**src/rtl/cruise_cntl.sv**
```systemverilog
// cruise_cntl -- cruise-control supervisor.
// Arbitrates driver pedals and cruise buttons, then drives accelerate/brake
// commands to the speed controller. Automatic correction is a single-cycle
// pulse followed by a DWELL-cycle settle window.
//
// Ports:
//   clock                   system clock, rising edge
//   reset_n                 asynchronous active-low reset
//   keys                    ignition; 0 forces OFF
//   drv_brake, drv_accel    driver pedal requests
//   cc_set, cc_cancel       cruise buttons (level-sampled)
//   cc_up, cc_down          cruise set-speed adjust buttons (level-sampled)
//   speed[1:0]              current speed: 0 STOP, 1 LOW, 2 MEDIUM, 3 HIGH
//   accelerate, brake       registered commands to the speed controller
//   cc_active               high in CRUISE or SETTLE
//   target[1:0]             registered cruise set-speed
module cruise_cntl #(
  parameter int unsigned DWELL = 4
) (
  input  logic       clock,
  input  logic       reset_n,
  input  logic       keys,
  input  logic       drv_brake,
  input  logic       drv_accel,
  input  logic       cc_set,
  input  logic       cc_cancel,
  input  logic       cc_up,
  input  logic       cc_down,
  input  logic [1:0] speed,
  output logic       accelerate,
  output logic       brake,
  output logic       cc_active,
  output logic [1:0] target
);

  typedef enum logic [1:0] {OFF, MANUAL, CRUISE, SETTLE} state_t;

  localparam logic [3:0] DWELL_CNT = 4'(DWELL);

  state_t     state;
  logic [3:0] count;
  logic       adjust;

  // Any set-speed button press claims the cycle, even if up and down cancel.
  assign adjust = cc_up | cc_down;

  always_ff @(posedge clock or negedge reset_n) begin
    if (!reset_n) begin
      state      <= OFF;
      accelerate <= 1'b0;
      brake      <= 1'b0;
      cc_active  <= 1'b0;
      target     <= '0;
      count      <= '0;
    end else begin
      // Commands default to idle; every branch below only raises them.
      accelerate <= 1'b0;
      brake      <= 1'b0;
      if (!keys) begin
        state     <= OFF;
        cc_active <= 1'b0;
        target    <= '0;
        count     <= '0;
      end else begin
        case (state)
          OFF: begin
            state     <= MANUAL;
            cc_active <= 1'b0;
          end
          MANUAL: begin
            if (cc_set && !drv_brake && speed != 2'd0) begin
              state     <= CRUISE;
              cc_active <= 1'b1;
              target    <= speed;
            end else begin
              brake      <= drv_brake;
              accelerate <= drv_accel & ~drv_brake;
            end
          end
          CRUISE, SETTLE: begin
            if (drv_brake) begin
              state     <= MANUAL;
              cc_active <= 1'b0;
              brake     <= 1'b1;
              count     <= '0;
            end else if (cc_cancel) begin
              state     <= MANUAL;
              cc_active <= 1'b0;
              count     <= '0;
            end else if (cc_set) begin
              state     <= CRUISE;
              cc_active <= 1'b1;
              count     <= '0;
              if (speed != 2'd0) target <= speed;
            end else begin
              cc_active <= 1'b1;
              if (cc_up && !cc_down && target != 2'd3)
                target <= target + 2'd1;
              else if (cc_down && !cc_up && target > 2'd1)
                target <= target - 2'd1;

              if (state == SETTLE) begin
                // Settle window runs regardless of buttons; pedal passes through.
                accelerate <= drv_accel & ~adjust;
                if (count <= 4'd1) begin
                  state <= CRUISE;
                  count <= '0;
                end else begin
                  count <= count - 4'd1;
                end
              end else if (adjust) begin
                // Button cycle: no command, no correction.
              end else if (drv_accel) begin
                accelerate <= 1'b1;
              end else if (speed < target) begin
                accelerate <= 1'b1;
                count      <= DWELL_CNT;
                state      <= SETTLE;
              end else if (speed > target) begin
                brake <= 1'b1;
                count <= DWELL_CNT;
                state <= SETTLE;
              end
            end
          end
          default: begin
            state     <= OFF;
            cc_active <= 1'b0;
          end
        endcase
      end
    end
  end

endmodule

```
**config.mk**
```make
export PLATFORM = sky130hd
export DESIGN_NAME = cruise_cntl
export DESIGN_NICKNAME = d
export VERILOG_FILES = /design/src/rtl/cruise_cntl.sv
export SDC_FILE = /design/constraint.sdc
export NUM_CORES = 1
export LEC_CHECK = 0
export ABC_CLOCK_PERIOD_IN_PS = 2200
export BUFFER_PORTS_ARGS = -buffer_cell sky130_fd_sc_hd__buf_4
export CORE_ASPECT_RATIO = 1.1
export CORE_MARGIN = 4
export CORE_UTILIZATION = 52
export DETAILED_ROUTE_END_ITERATION = 12
export GPL_TIMING_DRIVEN = 0
export PLACE_DENSITY = 0.76
export SLEW_MARGIN = 25
export SYNTH_ARGS = -nofsm -noshare
export SYNTH_HDL_FRONTEND = slang
export SYNTH_SLANG_ARGS = --single-unit
```
**constraint.sdc**
```tcl
create_clock -name clock -period 2.2 [get_ports clock]
set_clock_uncertainty 0.15 [all_clocks]
set_input_delay 0.11 -clock clock [delete_from_list [all_inputs] [get_ports clock]]
set_output_delay 0.11 -clock clock [all_outputs]
set_load 0.05 [all_outputs]
```
Yosys cells after proc, flatten, opt, wreduce, memory -nomap -nowiden. Cells that the tools add are included.

Flip-flop bits (word level): 11. Bits of input ports: 11. Output and inout bits: 5. Logic and storage cells: 109.

$add $sub $neg: 3. Order comparisons: 4. Equal/unequal tests: 18. Multiplexer cells: 58. Bitwise logic cells: 5. Reduce and logical (&&, ||, !) cells: 15.

Operators by type and width (count): $mux W4 (11); $mux W2 (19); $mux W1 (23); $ne A7 B7 Y1 const B (3); $ne A3 B3 Y1 const B (3); $ne A8 B8 Y1 const B (1); $ne A7 B1 Y1 const B (1); $logic_and A1 B1 Y1 (6); $ne A6 B3 Y1 const B (1); $ne A6 B5 Y1 const B (1); $pmux W2 S3 (1); $reduce_and A6 Y1 (1); $ne A5 B5 Y1 const B (1); $reduce_and A5 Y1 (1); $eq A2 B2 Y1 const B (2); $le A4 B1 Y1 const B (1); $ne A4 B4 Y1 const B (1); $pmux W1 S2 (2); $pmux W2 S2 (1); $reduce_and A4 Y1 (1); $sub A4 B1 Y4 const B (1); $logic_not A1 Y1 (3); $ne A3 B1 Y1 const B (1); $pmux W1 S3 (1); other kinds (14) (16).

Logic depth before layout (Yosys ltp). Gate-level depths: netlist (run 1).

Depth in word-level cells: 11. Depth in mapped cells: 6. Depth with buffers taken out: 6.

Worst setup path before layout (run 1). OpenSTA, ideal clock, no wires.

Path type: reg2reg. Start point: register target[0]. End point: register target[1]. Library setup time: 0.125 ns. Arrival: 1.836 ns. Path slack: 0.090 ns. Stages on the path, launching flop included: 5. Path buffers: 0. Cells stage by stage: dfrtp_1 > ha_1 > nor3b_1 > o311ai_0 > mux2_2.

Word-level cells in the longest chain between the ends: 8.

Ends and longest elaborated chain: from (decl) (RTL line 33) `output logic [1:0] target`; from (signal assigned) (RTL line 74) `target <= speed;`; from (signal assigned) (RTL line 94) `if (speed != 2'd0) target <= speed;`; from (signal assigned) (RTL line 98) `target <= target + 2'd1;`; $sub A2 B1 Y2 / $ne A2 B2 Y1 (equally long branches) (RTL line 100, 97); $mux W2 / $logic_and A1 B1 Y1 (equally long branches) (RTL line 99, 97); $mux W2 (RTL line 97) `if (cc_up && !cc_down && target != 2'd3)`; $mux W2 (RTL line 90) `end else if (cc_set) begin`; $mux W2 (RTL line 86) `end else if (cc_cancel) begin`; $mux W2 (RTL line 81) `if (drv_brake) begin`; $pmux W2 S2 (RTL line 65) `case (state)`; $mux W2 (RTL line 59) `if (!keys) begin`.

Parallel ways exist; a longest one is shown, timed or not. The select of a mux whose other input is x is not followed. A chain may end at the register's enable or synchronous reset.

Worst setup path after layout (run 1). Ends and elaborated chain as after synthesis.

==> flow_summary.json, run 1 <==
{
  "setup_viol": 0,
  "fin_crit_ps": 1980,
  "maxCapViolCount": 0,
  "clk_pin_slew_worst_paths_ps": 80,
  "die_x_um": 45.1,
  "post-cts-setup-buffers": 0,
  "die_area_um2": 2200,
  "final_util": 0.689,
  "rsz0062_at_grt": "false",
  "synth-seq-area-share": 0.350,
  "instances_no_fill": 125,
  "max_clock_freq_ghz": 0.505,
  "syn-instance-count": 88,
  "grt_pass1_vias": 712,
  "async_flop_share": 1.00,
  "avgSynthCellArea_um2": 8.94,
  "antenna_found_initial": 0,
  "worst_pin_slew_ps": 671,
  "gp_congestion": 0.796,
  "critPathKind": "flip-flop to flip-flop",
  "worstPathArrival_ps": 2000,
  "worst_setup_path_end_kind": "flip-flop",
  "die_y_um": 48.8,
  "wl_per_cell_um": 14.6,
  "peakVddDrop_mv": 0.386,
  "drive_above_1_share": 0.229,
  "routed_wl_um": 1820,
  "fin_crit_sh": 0.901,
  "drc_errors": 0,
  "n_fill_cell": 119,
  "crit_family": "compound AO/OA/AOI/OAI gates",
  "maxSlewHeadroom": 0.547,
  "required_ps": 2220,
  "syn-num-nets": 105,
  "synth_top_area_frac": 0.350,
  "synth_area_leaders": "dfrtp_1, ha_1, o21ai_0",
  "slowest_stage": "o311ai_0",
  "cts_resized": 0,
  "clk-insertion-delay-late_ps": 270,
  "ys_top_cells_by_count": "dfrtp_1, nand2_1, ha_1, nor2_1, o21ai_0",
  "grt_pass1_wl_um": 3220,
  "grt_max_degree": 12,
  "cts-htree-levels": 1,
  "dp.cells": 119,
  "cts_tree": "built",
  "fp.coreArea_um2": 1400,
  "overflow": 0,
  "cts_made_buffers": 3,
  "slew_violations": 0,
  "via_per_inst": 5.90,
  "drtIter0Drc": 8,
  "ctsHoldBuffers": 2,
  "startpoint_type": "flip-flop",
  "outcome": "finished clean",
  "port_buffers": 15,
  "rows": 14,
  "ys_ff_latch": 11,
  "netlist.top_cell.by_area": "dfrtp_1",
  "cts.sinks": 11,
  "ios": 16,
  "synth.most_common_cell": "dfrtp_1",
  "p_leak_nw": 0.451,
  "crit_fanout": 6,
  "yosys_warnings": 0,
  "num_vias": 737,
  "antenna_left": 0,
  "crit_buf_inv": 0,
  "cpPeakStageDelay_ps": 620,
  "hold_path.class": "input pin to flip-flop",
  "netlist_area_um2": 787,
  "synth_edf_count": 0,
  "grt_use_total": 0.193,
  "syn2layout_area_growth_pct": 22.7,
  "hold_viol_final": 0,
  "initial_core_util": 0.562,
  "powerDensity_nw_per_um2": 600,
  "cts_buffer_depth": 2,
  "diodes": 0,
  "synth_flop_cell": "dfrtp_1",
  "final.setup.tns_ps": 0,
  "cts-root-buf": "clkbuf_4",
  "ys_types": 36,
  "nets": 127,
  "path_cells": "ha_1 -> nor3b_1 -> o311ai_0 -> mux2_2",
  "hpwl_um": 1430,
  "firstDrtPassIters": 4
}
worst reg2reg max path: stages (launching register included):
cell	delay [ps]
dfrtp_1	460
ha_1	180
nor3b_1	70
o311ai_0	620
mux2_2	410
final timing paths:
kind                           start          to  slack, ps  cells past startpoint
max reg2reg                target[0]   target[1]        220                      4
min in group asynchronous    reset_n   target[1]         50                      2
min                          cc_down  accelerate         40                      4
min reg2reg                cc_active   cc_active        380                      1
max                        target[0]   target[1]        220                      4
max in group asynchronous    reset_n    state[1]       1700                      2
registers in the layout, indices dropped and copies added, names as in the netlist:
name and flops:
count 4, state 2, accelerate 1, cc_active 1, target 2, brake 1
cells by family after synthesis:
family,share of synthesized area
compound gates,0.211
buf+inv,0.0350
mux,0.0541
xor+xnor,0.0223
flops,0.350
fa+ha+maj,0.0954
simple gates,0.232
report_power, final:
| part | switching, mW | internal (mW) | total [mW] |
|---|---|---|---|
| sequential | 0.0225 | 0.222 | 0.245 |
| clock | 0.0753 | 0.0702 | 0.146 |
| combinational | 0.104 | 0.0850 | 0.190 |
stage by stage:
step | instance area, µm² | worst slack, ps | total power, mW | hold WS (ps)
2_1_floorplan | 787 | 89.8 | 0.373 | -336
3_3_place_gp | 920 | 255 | 0.431 | -198
3_5_place_dp | 920 | 179 | 0.435 | -195
4_1_cts | 966 | 174 | 0.582 | 39.3
5_1_grt | 966 | 33.2 | 0.614 | 67.2
6_report | 966 | 218 | 0.580 | 38.6
layout by cell type (no fill, tap or decap), types with 2 or more instances in the layout:
master	instances
o22ai_1	3
o21ai_0	6
nor2b_1	2
dfrtp_1	11
xnor2_1	2
a211oi_1	2
ha_1	6
mux2_2	2
mux2i_1	2
nor3_1	4
a21oi_1	3
nor3b_1	2
nor2_1	6
buf_4	15
inv_1	5
nand3_1	2
a31oi_1	2
dlygate4sd3_1	2
and2_1	2
nand2_1	8
clkbuf_4	3
clkbuf_1	2
per-layer routing:
metal  GRT usage  vias to the layer above  wire [µm]
met4      0.0585                        0         23
met3      0.0332                        5         55
li1            -                      364          -
met1       0.242                      353        780
met2       0.325                       15        962
met5           0                        -          0
area by class of cell:
cell class	instances	area, µm²	area share
Timing Repair Buffer	17	133	0.137
Tap cell	16	20.0	0.0207
Inverter	5	18.8	0.0194
Clock buffer	4	26.3	0.0272
Buffer	2	8.76	0.00907
Multi-Input combinational cell	70	484	0.501
Sequential cell	11	275	0.285
Note: power is estimated with default switching activity, not from simulation.
==> run 2, diff against run 1 <==
- BUFFER_PORTS_ARGS: -buffer_cell sky130_fd_sc_hd__buf_4 -> default
- CORE_UTILIZATION: 52 -> 42
- DONT_BUFFER_PORTS: default -> 1
- PLACE_DENSITY: 0.76 -> default
==> flow_summary.json, run 2 (synthesis results as in run 1) <==
{
  "hold_path.class": "input pin to flip-flop",
  "num_vias": 684,
  "grt_pass1_vias": 678,
  "syn2layout_area_growth_pct": 16.7,
  "final_cell_mix": "dfrtp_1, nand2_1, dlygate4sd3_1",
  "pwr-share-seq": 0.498,
  "p_leak_nw": 0.398,
  "firstDrtPassIters": 5,
  "top_usage_layer": "met2",
  "fp.coreArea_um2": 1780,
  "pwr-share-clk": 0.256,
  "maxSlewHeadroom": 0.587,
  "cts_buffer_depth": 2,
  "ios": 16,
  "gp_congestion": 0.780,
  "reg_top3": "count x4, state x2, target x2",
  "power_switching_mw": 0.189,
  "maxCapViolCount": 0,
  "peakVddDrop_mv": 0.442,
  "worst_setup_path_end_kind": "flip-flop",
  "top_register": "count",
  "met2_usage": 0.299,
  "routed_wl_um": 1840,
  "die_area_um2": 2630,
  "post_dp_cell_area_um2": 810,
  "startpoint_type": "flip-flop",
  "path_cells": "ha_1 -> nor3b_1 -> o311ai_0 -> mux2_2",
  "cpPeakStageDelay_ps": 580,
  "met1_usage": 0.163,
  "setup_viol": 0,
  "cts.sinks": 11,
  "grt_pass1_wl_um": 3090,
  "slowest_stage": "dfrtp_2",
  "powerDensity_nw_per_um2": 601,
  "nets": 118,
  "pre_cts_slack_ps": -111,
  "overflow": 0,
  "largest_reg_flops": 4,
  "grt_max_degree": 12,
  "die_x_um": 49.3,
  "cts-root-buf": "clkbuf_4",
  "wl_per_cell_um": 15.6,
  "hpwl_um": 1330,
  "crit_family": "flip-flops",
  "via_per_inst": 5.80,
  "clk-insertion-delay-late_ps": 270,
  "outcome": "finished clean",
  "worst_pin_slew_ps": 612,
  "port_buffers": 0,
  "crit_fanout": 6,
  "cts-htree-levels": 1,
  "hold_viol_final": 0,
  "final.setup.tns_ps": 0,
  "worstPathArrival_ps": 2100,
  "required_ps": 2210,
  "fin_crit_sh": 0.949,
  "initial_core_util": 0.442,
  "cts_tree": "built",
  "drtIter0Drc": 12,
  "clk_pin_slew_worst_paths_ps": 70,
  "rsz0062_at_grt": "false",
  "switching_share": 0.343,
  "max_clock_freq_ghz": 0.479,
  "final_cell_area_um2": 918,
  "drc_errors": 0,
  "fin_crit_ps": 2090,
  "use_met3": 0.0620,
  "grt_use_total": 0.159,
  "antenna_found_initial": 0,
  "slew_violations": 0,
  "cts_made_buffers": 3,
  "antenna_left": 0,
  "crit_buf_inv": 0,
  "critPathKind": "flip-flop to flip-flop",
  "setup_ws_ps": 113,
  "drive_above_1_share": 0.120,
  "rows": 16,
  "combinationalPowerShare": 0.247,
  "diodes": 0,
  "die_y_um": 53.4,
  "mostFrequentLayoutCell": "dfrtp_1",
  "p_int_mw": 0.363
}
-- run 2: cell types whose count changed in the layout (fill, tap and decap cells not counted), sizes merged --
cell,previous run,this run
buf,16,1
dlygate4sd3,2,8
-- run 2: final timing paths --
path                           start   endpoint  slack (ps)  cells past startpoint
max reg2reg                target[0]  target[1]         110                      4
min reg2reg                 count[0]   count[0]         400                      1
min                        drv_brake  target[0]          20                      3
min in group asynchronous    reset_n   count[2]         100                      1
max                        target[0]  target[1]         110                      4
max in group asynchronous    reset_n  target[1]        1420                      1
-- run 2: final cells by class --
class	count	area (µm²)
inverter	5	18.8
buffer	2	8.76
fill	166	863
tap	18	22.5
multi-input combinational	70	484
clock buffer	4	26.3
sequential	11	278
timing repair buffer	8	80.1
-- run 2: power by group through the flow --
stage / sequential, mW / combinational [mW] / clock, mW
2_1_floorplan: 0.271 / 0.102 / 0
4_1_cts: 0.275 / 0.137 / 0.146
3_5_place_dp: 0.279 / 0.119 / 0
5_1_grt: 0.279 / 0.152 / 0.158
3_3_place_gp: 0.278 / 0.118 / 0
6_report: 0.275 / 0.136 / 0.141
-- run 2: metrics by stage --
step	util	hold WS (ps)	std cells	power (mW)
global route	0.515	32.4	118	0.589
detailed placement	0.454	-335	106	0.398
CTS	0.515	16.2	118	0.558
finish	0.515	16.1	118	0.552
floorplan	-	-336	88	0.373
global placement	0.454	-335	106	0.396
-- run 2: routing by layer --
layer | vias up | wire length, µm
met5 | - | 0
met4 | 0 | 8
met3 | 2 | 93
met2 | 15 | 922
met1 | 323 | 812
li1 | 344 | -
-- run 2: timing repair --
action,4_1_cts,5_1_grt
hold buffers,8,0
buffers inserted,0,0
resized for setup,2,1
hold endpoints to repair,16,0
endpoints found under the setup margin,5,1
-- run 2: worst min-delay path, cell delays in order --
cell	delay, ps
a211oi_1	20
o311ai_0	170
mux2i_1	100
